File: config.mk
export PLATFORM = sky130hd
export DESIGN_NAME = traffic_light_monitor
export DESIGN_NICKNAME = d
export VERILOG_FILES = /design/src/rtl/traffic_light_monitor.sv
export SDC_FILE = /design/constraint.sdc
export NUM_CORES = 1
export LEC_CHECK = 0
export CAP_MARGIN = 5
export CORE_MARGIN = 2
export CORE_UTILIZATION = 40
export CTS_BUF_LIST = sky130_fd_sc_hd__clkbuf_2
export CTS_CLUSTER_DIAMETER = 80
export DETAILED_ROUTE_END_ITERATION = 12
export SLEW_MARGIN = 20
export SYNTH_ARGS = -nofsm -noshare
export SYNTH_HDL_FRONTEND = slang
export SYNTH_SLANG_ARGS = --single-unit
File: constraint.sdc
create_clock -name clk -period 9.5 [get_ports clk]
set_clock_uncertainty 0.15 [all_clocks]
set_input_delay 2.85 -clock clk [delete_from_list [all_inputs] [get_ports clk]]
set_output_delay 2.85 -clock clk [all_outputs]
set_load 0.02 [all_outputs]
File: src/rtl/traffic_light_monitor.sv
// Passive checker for a red/yellow/green lamp interface: tracks the phase, measures
// dwell per phase, counts completed light cycles and raises sticky error flags.
module traffic_light_monitor #(
    parameter int RED_CYCLES    = 8,
    parameter int GREEN_CYCLES  = 8,
    parameter int YELLOW_CYCLES = 2,
    parameter int TOL           = 0,
    parameter int DW            = 32,
    parameter int CW            = 16
) (
    input  logic          clk,
    input  logic          rst_n,
    input  logic          red,
    input  logic          yellow,
    input  logic          green,
    input  logic          clear_err,
    output logic [1:0]    phase,
    output logic [DW-1:0] dwell,
    output logic [CW-1:0] cycle_count,
    output logic          err_onehot,
    output logic          err_seq,
    output logic          err_timing,
    output logic          err_any
);

    typedef enum logic [1:0] {
        SYNC   = 2'd0,
        RED    = 2'd1,
        GREEN  = 2'd2,
        YELLOW = 2'd3
    } phase_e;

    // Lower bound clamps to 1 when the tolerance swallows the whole phase.
    function automatic logic [DW-1:0] lo_bound(input int exp_cycles);
        return DW'((TOL >= exp_cycles) ? 1 : exp_cycles - TOL);
    endfunction

    localparam logic [DW-1:0] RED_LO    = lo_bound(RED_CYCLES);
    localparam logic [DW-1:0] GREEN_LO  = lo_bound(GREEN_CYCLES);
    localparam logic [DW-1:0] YELLOW_LO = lo_bound(YELLOW_CYCLES);
    localparam logic [DW-1:0] RED_HI    = DW'(RED_CYCLES + TOL + 1);
    localparam logic [DW-1:0] GREEN_HI  = DW'(GREEN_CYCLES + TOL + 1);
    localparam logic [DW-1:0] YELLOW_HI = DW'(YELLOW_CYCLES + TOL + 1);

    phase_e        phase_q, phase_d;
    logic [DW-1:0] dwell_q, dwell_d;
    logic [CW-1:0] cycle_q, cycle_d;
    logic          partial_q, partial_d;   // current phase was entered mid-way
    logic          over_q, over_d;         // current phase already flagged for overstay
    logic          err_onehot_q, err_onehot_d;
    logic          err_seq_q, err_seq_d;
    logic          err_timing_q, err_timing_d;
    logic          err_any_q, err_any_d;

    logic          lamp_valid;
    phase_e        sample, successor;
    logic [DW-1:0] exp_lo, exp_hi;
    logic          set_onehot, set_seq, set_timing;

    // NOTE: combinational logic uses blocking '=' with every output defaulted first,
    // so no path through the block can leave a latch behind.
    always_comb begin
        lamp_valid = $onehot({red, yellow, green});
        sample     = SYNC;
        if (red)         sample = RED;
        else if (green)  sample = GREEN;
        else if (yellow) sample = YELLOW;

        exp_lo    = RED_LO;
        exp_hi    = RED_HI;
        successor = SYNC;
        case (phase_q)
            RED:     begin exp_lo = RED_LO;    exp_hi = RED_HI;    successor = GREEN;  end
            GREEN:   begin exp_lo = GREEN_LO;  exp_hi = GREEN_HI;  successor = YELLOW; end
            YELLOW:  begin exp_lo = YELLOW_LO; exp_hi = YELLOW_HI; successor = RED;    end
            default: begin exp_lo = RED_LO;    exp_hi = RED_HI;    successor = SYNC;   end
        endcase

        phase_d    = phase_q;
        dwell_d    = dwell_q;
        cycle_d    = cycle_q;
        partial_d  = partial_q;
        over_d     = over_q;
        set_onehot = 1'b0;
        set_seq    = 1'b0;
        set_timing = 1'b0;

        if (!lamp_valid) begin
            set_onehot = 1'b1;
            phase_d    = SYNC;
            dwell_d    = '0;
            partial_d  = 1'b1;
            over_d     = 1'b0;
        end else if (phase_q == SYNC) begin
            phase_d   = sample;
            dwell_d   = DW'(1);
            partial_d = 1'b1;
            over_d    = 1'b0;
        end else if (sample == phase_q) begin
            if (dwell_q != '1) dwell_d = dwell_q + DW'(1);
            if (dwell_d == exp_hi && !over_q) begin
                set_timing = 1'b1;
                over_d     = 1'b1;
            end
        end else begin
            phase_d = sample;
            dwell_d = DW'(1);
            over_d  = 1'b0;
            if (sample == successor) begin
                partial_d = 1'b0;
                if (!partial_q && !over_q && dwell_q < exp_lo) set_timing = 1'b1;
                if (phase_q == YELLOW) cycle_d = cycle_q + CW'(1);
            end else begin
                set_seq   = 1'b1;
                partial_d = 1'b1;
            end
        end

        // A new error at the same edge as a clear wins.
        err_onehot_d = (err_onehot_q & ~clear_err) | set_onehot;
        err_seq_d    = (err_seq_q    & ~clear_err) | set_seq;
        err_timing_d = (err_timing_q & ~clear_err) | set_timing;
        err_any_d    = err_onehot_d | err_seq_d | err_timing_d;
    end

    // NOTE: state registers use non-blocking '<='; reset is synchronous to match the
    // controller this sits beside.
    always_ff @(posedge clk) begin
        if (!rst_n) begin
            phase_q      <= SYNC;
            dwell_q      <= '0;
            cycle_q      <= '0;
            partial_q    <= 1'b1;
            over_q       <= 1'b0;
            err_onehot_q <= 1'b0;
            err_seq_q    <= 1'b0;
            err_timing_q <= 1'b0;
            err_any_q    <= 1'b0;
        end else begin
            phase_q      <= phase_d;
            dwell_q      <= dwell_d;
            cycle_q      <= cycle_d;
            partial_q    <= partial_d;
            over_q       <= over_d;
            err_onehot_q <= err_onehot_d;
            err_seq_q    <= err_seq_d;
            err_timing_q <= err_timing_d;
            err_any_q    <= err_any_d;
        end
    end

    assign phase       = phase_q;
    assign dwell       = dwell_q;
    assign cycle_count = cycle_q;
    assign err_onehot  = err_onehot_q;
    assign err_seq     = err_seq_q;
    assign err_timing  = err_timing_q;
    assign err_any     = err_any_q;

endmodule

==> results by group, run 1 <==
Route
  – Initial DRT Pass Iterations: 5
  – Via count: 3197
  – ANT nets after route: 0
  – Routed len/inst: 15.93 µm
  – Starting DRC count in detailed routing: 156
  – Post-DR vias/cell: 5.699
  – # DRC: 0
  – Total Wirelength: 8935 µm

Finish
  – Share of post-route cells with drive strength above 1: 7.675%
  – Final non-filler cell total: ~560
  – Layout Area Growth over Synthesis: 19.02%
  – Number of fill cells in the layout: 856
  – Area of the multi-input gates: approximately 2200 µm²
  – Sequential Area: 1121 µm²
  – Design Area, Final: 4119 µm²
  – Final net count: between 400 and 500
  – ANT cells: 0
  – Fin util: 49.63%

Synth
  – Avg Inst Size Synth: between 8 and 9 µm²
  – FF+latch count, synth: 56
  – Warning count from the yosys run: 0
  – Cells after synthesis: between 400 and 500
  – Post-synth EDFFs: 0
  – Post-synth cell types: 58
  – Register area share after synthesis: approximately a third
  – Syn nets: approximately 430
  – Top_reg_cell synth: dfxtp_1
  – Fraction of registers with async set/reset: 0%
  – Synth Cell Area: 3461 µm²

Clocking
  – Clock Tree Root: clkbuf_2
  – CTS clk-pin slew, worst paths: ~280 ps
  – Sink Count: 56
  – Maximum clock path buffer count: 2
  – Setup Fix Bufs, Post-CTS: 0
  – CTS tree: built
  – CTS buffer count: 5
  – Max H-tree Level: 2
  – PostCTS Resize Cnt: 0
  – Worst-skew pair later-pin latency: 480 ps
  – Post-CTS Hold Buffers: 0

Floorplan
  – Core Rows: 33
  – Ports: 60
  – Die Area: roughly 9400 µm²
  – Die W: between 90 and 100 µm
  – Initial Utilization: 41.70%
  – Chip height: 97.02 µm
  – Core area: 8299 µm²

Timing
  – RSZ-0062 raised after global routing: false
  – Final worst slack: between 4000 and 5000 ps
  – Fmax: 184.6 MHz
  – Final period util: about 57%
  – Setup TNS: 0 ps
  – Finish-stage setup viols: 0
  – Final Max Tran Viols: 0
  – WHS: 391.1 ps
  – Fin. Hold Viols: 0
  – Relative slew slack: 50.80%
  – Slew at the pin closest to its max-slew limit: 731.8 ps
  – Fin crit period: between 5000 and 6000 ps

Critical path
  – Buffers & Inverters on Critical Path: 2
  – Crit path max-delay family: simple AND/OR/NAND/NOR gates
  – CP max stage delay: 630 ps
  – CP Data Arrival Time: 5660 ps
  – Slowest stage cell, crit path: clkdlybuf4s50_1
  – Worst-path fanout max: 9
  – Crit path kind: in2reg
  – Worst path required time: 9740 ps
  – Crit start category: primary input
  – CP dominant cell by count: and2_1
  – CP Cell Sequence: clkdlybuf4s50_1 -> inv_1 -> fa_1 -> nor2b_1 -> nand3_1 -> nor4_1 -> and2_1 -> nand4_1 -> xnor2_1 -> and2_1
  – Crit. End Element: flop

Placement
  – Hpwl dp: between 6000 and 7000 µm
  – Cells after DPL: 553
  – Placement Setup Slack: roughly 3200 ps
  – Gpl congestion: 0.8797
  – Dpl cell area: 4065 µm²
  – Port Buffers: approximately 60

Pwr
  – Power per cell area: a little under 90 nW/µm²
  – P_int: 0.2679 mW
  – Total power draw: ~0.37 mW
  – Logic gate share of total power: 5.9%
  – Max VDD drop: 0.05169 mV
  – Psw: slightly below 0.1 mW
  – Reg power frac: 65.7%
  – Clock group share of total power: 28.4%
  – Leak: 1.414 nW
  – Switch share: around a quarter

Global route
  – GRT Resource Usage Total: 18.93%
  – Grt met2 use: 27.83%
  – Busiest grt layer: met1
  – Largest net degree at the start of global routing: 34
  – M3 GR Usage: roughly 3.3%
  – Met1 usage in global routing: 28.90%
  – First-pass GRT wire length: 14750 µm
  – Initial antenna violation count: 0
  – Vias in the first global route: 2853
  – Grt total ovfl: 0

Worst hold path
  – Worst min-delay path category: reg2reg

Outcome
  – Status: finished clean

Job
  – Max cap viols: 0
routing by layer:
metal	share of wire [%]	wire length, µm
met5	0	0
met4	1.0	90
met3	6.3	563
met2	42	3777
met1	50	4504
path summary, 6_finish.rpt:
path / from / end / slack (ps) / cells after the start
max reg2reg: dwell[22] / err_any / 6180 / 8
min reg2reg: cycle_count[14] / cycle_count[14] / 390 / 2
min: cycle_count[14] / cycle_count[14] / 390 / 2
max: red / cycle_count[15] / 4080 / 10
tightest hold or removal path, cell delays in order, from the launching register on:
cell and delay (ps):
dfxtp_1 400, o21ai_0 70, a21boi_0 70
flip-flops by register name, summed over array words and instances (netlist names):
| signal | count |
|---|---|
| partial_q | 1 |
| over_q | 1 |
| phase | 2 |
| dwell | 32 |
| err_timing | 1 |
| err_onehot | 1 |
| err_seq | 1 |
| cycle_count | 16 |
| err_any | 1 |
kinds of logic after synthesis:
family	share of synthesized area [%]
AND/OR/NAND/NOR	34.49
AO/OA/AOI/OAI	14.46
flip-flops	32.39
XOR/XNOR	10.12
buffers and inverters	4.591
adder cells (fa/ha/maj)	2.748
multiplexers	1.193
cells in the mapped netlist (3+ instances only):
library cell	n	area, µm²
inv_1	11	41.29
o31ai_1	3	22.52
a21boi_0	4	30.03
o21ai_0	17	85.08
nand3_1	15	75.07
nand4_1	20	125.1
or3_1	6	37.54
o21a_1	4	30.03
nor2_1	38	142.6
clkbuf_2	3	15.01
and4_1	4	35.03
mux2i_1	3	30.03
o31a_1	3	26.28
a21oi_1	10	50.05
nand2_1	33	123.9
o2111ai_1	3	26.28
clkbuf_1	8	30.03
nand4_2	3	37.54
and2_1	14	87.58
xnor2_1	24	210.2
buf_2	10	50.05
and3_1	10	62.56
nor2b_1	14	87.58
ha_1	6	75.07
nor3_1	14	70.07
nor4_1	14	87.58
xor2_1	16	140.1
dfxtp_1	56	1121
o21ba_2	4	40.04
power groups by stage:
stage	Clock (mW)	Combinational, mW	Sequential [mW]
after floorplan	0	0.0104	0.245
after global placement	0	0.0211	0.244
after detailed placement	0	0.0212	0.244
after CTS	0.108	0.0214	0.240
after global routing	0.117	0.0235	0.241
final	0.104	0.0214	0.240
layout by cell type (no fill, tap or decap), types with 3 or more instances in the layout:
master / netlist / layout
nor2b_1: 14 / 14
o31a_1: 3 / 3
clkdlybuf4s50_1: 0 / 59
o31ai_1: 3 / 3
nand3_1: 15 / 15
dfxtp_1: 56 / 56
mux2i_1: 3 / 3
and3_1: 10 / 10
o21ba_2: 4 / 4
a21oi_1: 10 / 10
inv_1: 11 / 11
nor2_1: 38 / 38
and4_1: 4 / 4
o21a_1: 4 / 4
o2111ai_1: 3 / 3
or3_1: 6 / 6
nand4_2: 3 / 3
a21boi_0: 4 / 4
nor3_1: 14 / 14
xnor2_1: 24 / 24
nor4_1: 14 / 14
nand2_1: 33 / 32
and2_1: 14 / 14
ha_1: 6 / 6
clkbuf_2: 3 / 5
nand4_1: 20 / 20
xor2_1: 16 / 16
o21ai_0: 17 / 17
layout make-up:
| type | instances | area share, % |
|---|---|---|
| multi-input cells | 322 | 53.01 |
| flip-flops and latches | 56 | 27.22 |
| repair buffers | 59 | 14.34 |
| well taps | 105 | 3.190 |
| inverters | 11 | 1.002 |
| clock inverters | 3 | 0.6379 |
| clock buffers | 5 | 0.6075 |
(Power assumes the default switching activity.)
==> run 2: changes to the inputs <==
==> constraint.sdc (replaced) <==
create_clock -name clk -period 5.6 [get_ports clk]
set_clock_uncertainty 0.15 [all_clocks]
set_input_delay 1.68 -clock clk [delete_from_list [all_inputs] [get_ports clk]]
set_output_delay 1.68 -clock clk [all_outputs]
set_load 0.02 [all_outputs]
==> run 2 against run 1 <==
  * Cell count grew 0.18%
  * Final area increased by 0.12%
  * Sequential power increased by 70%
  * Critical path depth decreased by 1
  * Routed wire length increased by 1.8%
  * Largest power group unchanged
  * Die area is the same
  * Register-to-register slack got worse by 4100 ps
==> results by group, run 2 (synthesis results as in run 1) <==
Critical path
  – R2R Setup Slk: 2130 ps
  – Crit path kind: in2reg
  – Worst-path fanout max: 9
  – Crit. End Element: flop
  – Crit path max-delay family: simple AND/OR/NAND/NOR gates
  – Crit start category: primary input
  – CP Data Arrival Time: 4510 ps
  – Worst path required time: roughly 6000 ps
  – Buffers & Inverters on Critical Path: 2
  – CP Cell Sequence: clkdlybuf4s50_1 -> inv_1 -> fa_1 -> nor2b_1 -> nand3_1 -> nor3_2 -> nand4_1 -> or3_1 -> a21boi_0
  – CP max stage delay: ~630 ps
  – Slowest stage cell, crit path: clkdlybuf4s50_1

Clocking
  – Maximum clock path buffer count: 2
  – Clock Tree Root: clkbuf_2
  – Post-CTS Hold Buffers: 0
  – CTS tree: built
  – Max H-tree Level: 2
  – Sink Count: 56
  – PostCTS Resize Cnt: 0
  – Worst-skew pair later-pin latency: 490 ps
  – CTS buffer count: 5
  – CTS clk-pin slew, worst paths: about 340 ps
  – Setup Fix Bufs, Post-CTS: 0

Floorplan
  – Ports: 60
  – Chip height: 97.02 µm
  – Core area: about 8300 µm²
  – Initial Utilization: 41.70%
  – Core Rows: 33
  – Die W: 97.02 µm
  – Die Area: between 9000 and 10000 µm²

Pwr
  – Max VDD drop: between 0.08 and 0.09 mV
  – Leak: 1.418 nW
  – Power per cell area: about 150 nW/µm²
  – Reg power frac: ~65%
  – Logic gate share of total power: 5.8%
  – P_int: about 0.45 mW
  – Switch share: between 20% and 30%
  – Total power draw: 0.6226 mW
  – Clock group share of total power: roughly 29%
  – Psw: approximately 0.17 mW

Global route
  – Initial antenna violation count: 0
  – First-pass GRT wire length: between 15000 and 20000 µm
  – GRT Resource Usage Total: 19.60%
  – Largest net degree at the start of global routing: 34
  – Grt total ovfl: 0
  – Vias in the first global route: between 3000 and 4000

Finish
  – Most frequent cells in the layout: clkdlybuf4s50_1, dfxtp_1, nor2_1
  – Largest register FFs: 32
  – Design Area, Final: 4124 µm²
  – Fin util: between 40 and 50%
  – Share of post-route cells with drive strength above 1: 7.659%
  – Number of fill cells in the layout: 803
  – Final net count: 469
  – Layout Area Growth over Synthesis: 19.16%
  – Final non-filler cell total: 562
  – Commonest non-fill, non-tap cell in the layout: clkdlybuf4s50_1
  – ANT cells: 0

Route
  – Initial DRT Pass Iterations: 5
  – Via count: 3198
  – Routed len/inst: around 16 µm
  – Total Wirelength: 9092 µm
  – # DRC: 0
  – ANT nets after route: 0
  – Starting DRC count in detailed routing: 169
  – Post-DR vias/cell: 5.690

Timing
  – WHS: 388.1 ps
  – Final Max Tran Viols: 0
  – RSZ-0062 raised after global routing: false
  – Setup TNS: 0 ps
  – Final worst slack: 1398 ps
  – Fin crit period: 4202 ps
  – Relative slew slack: 51.05%
  – Finish-stage setup viols: 0
  – Fmax: 238.0 MHz
  – Slew at the pin closest to its max-slew limit: 727.6 ps
  – Fin. Hold Viols: 0
  – Final period util: 75.03%

Placement
  – Cells after DPL: 554
  – Port Buffers: 59
  – Placement Setup Slack: between 800 and 900 ps
  – Gpl congestion: 0.8824
  – Hpwl dp: 6727 µm
  – Dpl cell area: 4073 µm²

Worst hold path
  – Worst min-delay path category: reg2reg

Outcome
  – Status: finished clean

Job
  – Max cap viols: 0
[run 2: cell count changes in the layout (fill, tap and decap cells not counted)]
cell,previous run,this run
buf_4,0,1
nand2_2,1,0
nand2_1,32,33
[run 2: metal layers]
layer	vias up	wire length, µm	track usage [%]
met5	-	0	0
met4	0	183	5.634
met3	18	641	4.408
met2	125	3990	30.45
met1	1472	4276	27.26
li1	1583	-	-
[run 2: final timing paths]
kind / startpoint / end / cells after the start
min: cycle_count[12] / cycle_count[12] / 2
max: red / cycle_count[12] / 9
min reg2reg: cycle_count[12] / cycle_count[12] / 2
max reg2reg: dwell[1] / err_any / 9
[run 2: area by class of cell]
type | count | area (µm²) | share of cell area, %
Multi-Input combinational cell | 322 | 2181 | 52.88
Sequential cell | 56 | 1121 | 27.18
Timing Repair Buffer | 60 | 598.1 | 14.50
Tap cell | 105 | 131.4 | 3.186
Inverter | 11 | 41.29 | 1.001
Clock inverter | 3 | 26.28 | 0.6371
Clock buffer | 5 | 25.02 | 0.6068
[run 2: power by group through the flow]
stage / Clock [mW] / Sequential [mW] / Combinational [mW]
after global routing: 0.199 / 0.408 / 0.0405
after detailed placement: 0 / 0.413 / 0.0361
after global placement: 0 / 0.413 / 0.0363
after CTS: 0.185 / 0.407 / 0.0364
after floorplan: 0 / 0.416 / 0.0176
final: 0.179 / 0.407 / 0.0362
[run 2: worst reg2reg max path, cell delays in order, from the launching register on]
cell	delay [ps]
dfxtp_1	540
ha_1	340
nand3_2	200
or4_4	700
o211ai_2	350
nor3_1	110
nor4_1	500
nand4_2	200
o21ai_2	190
or3_1	140
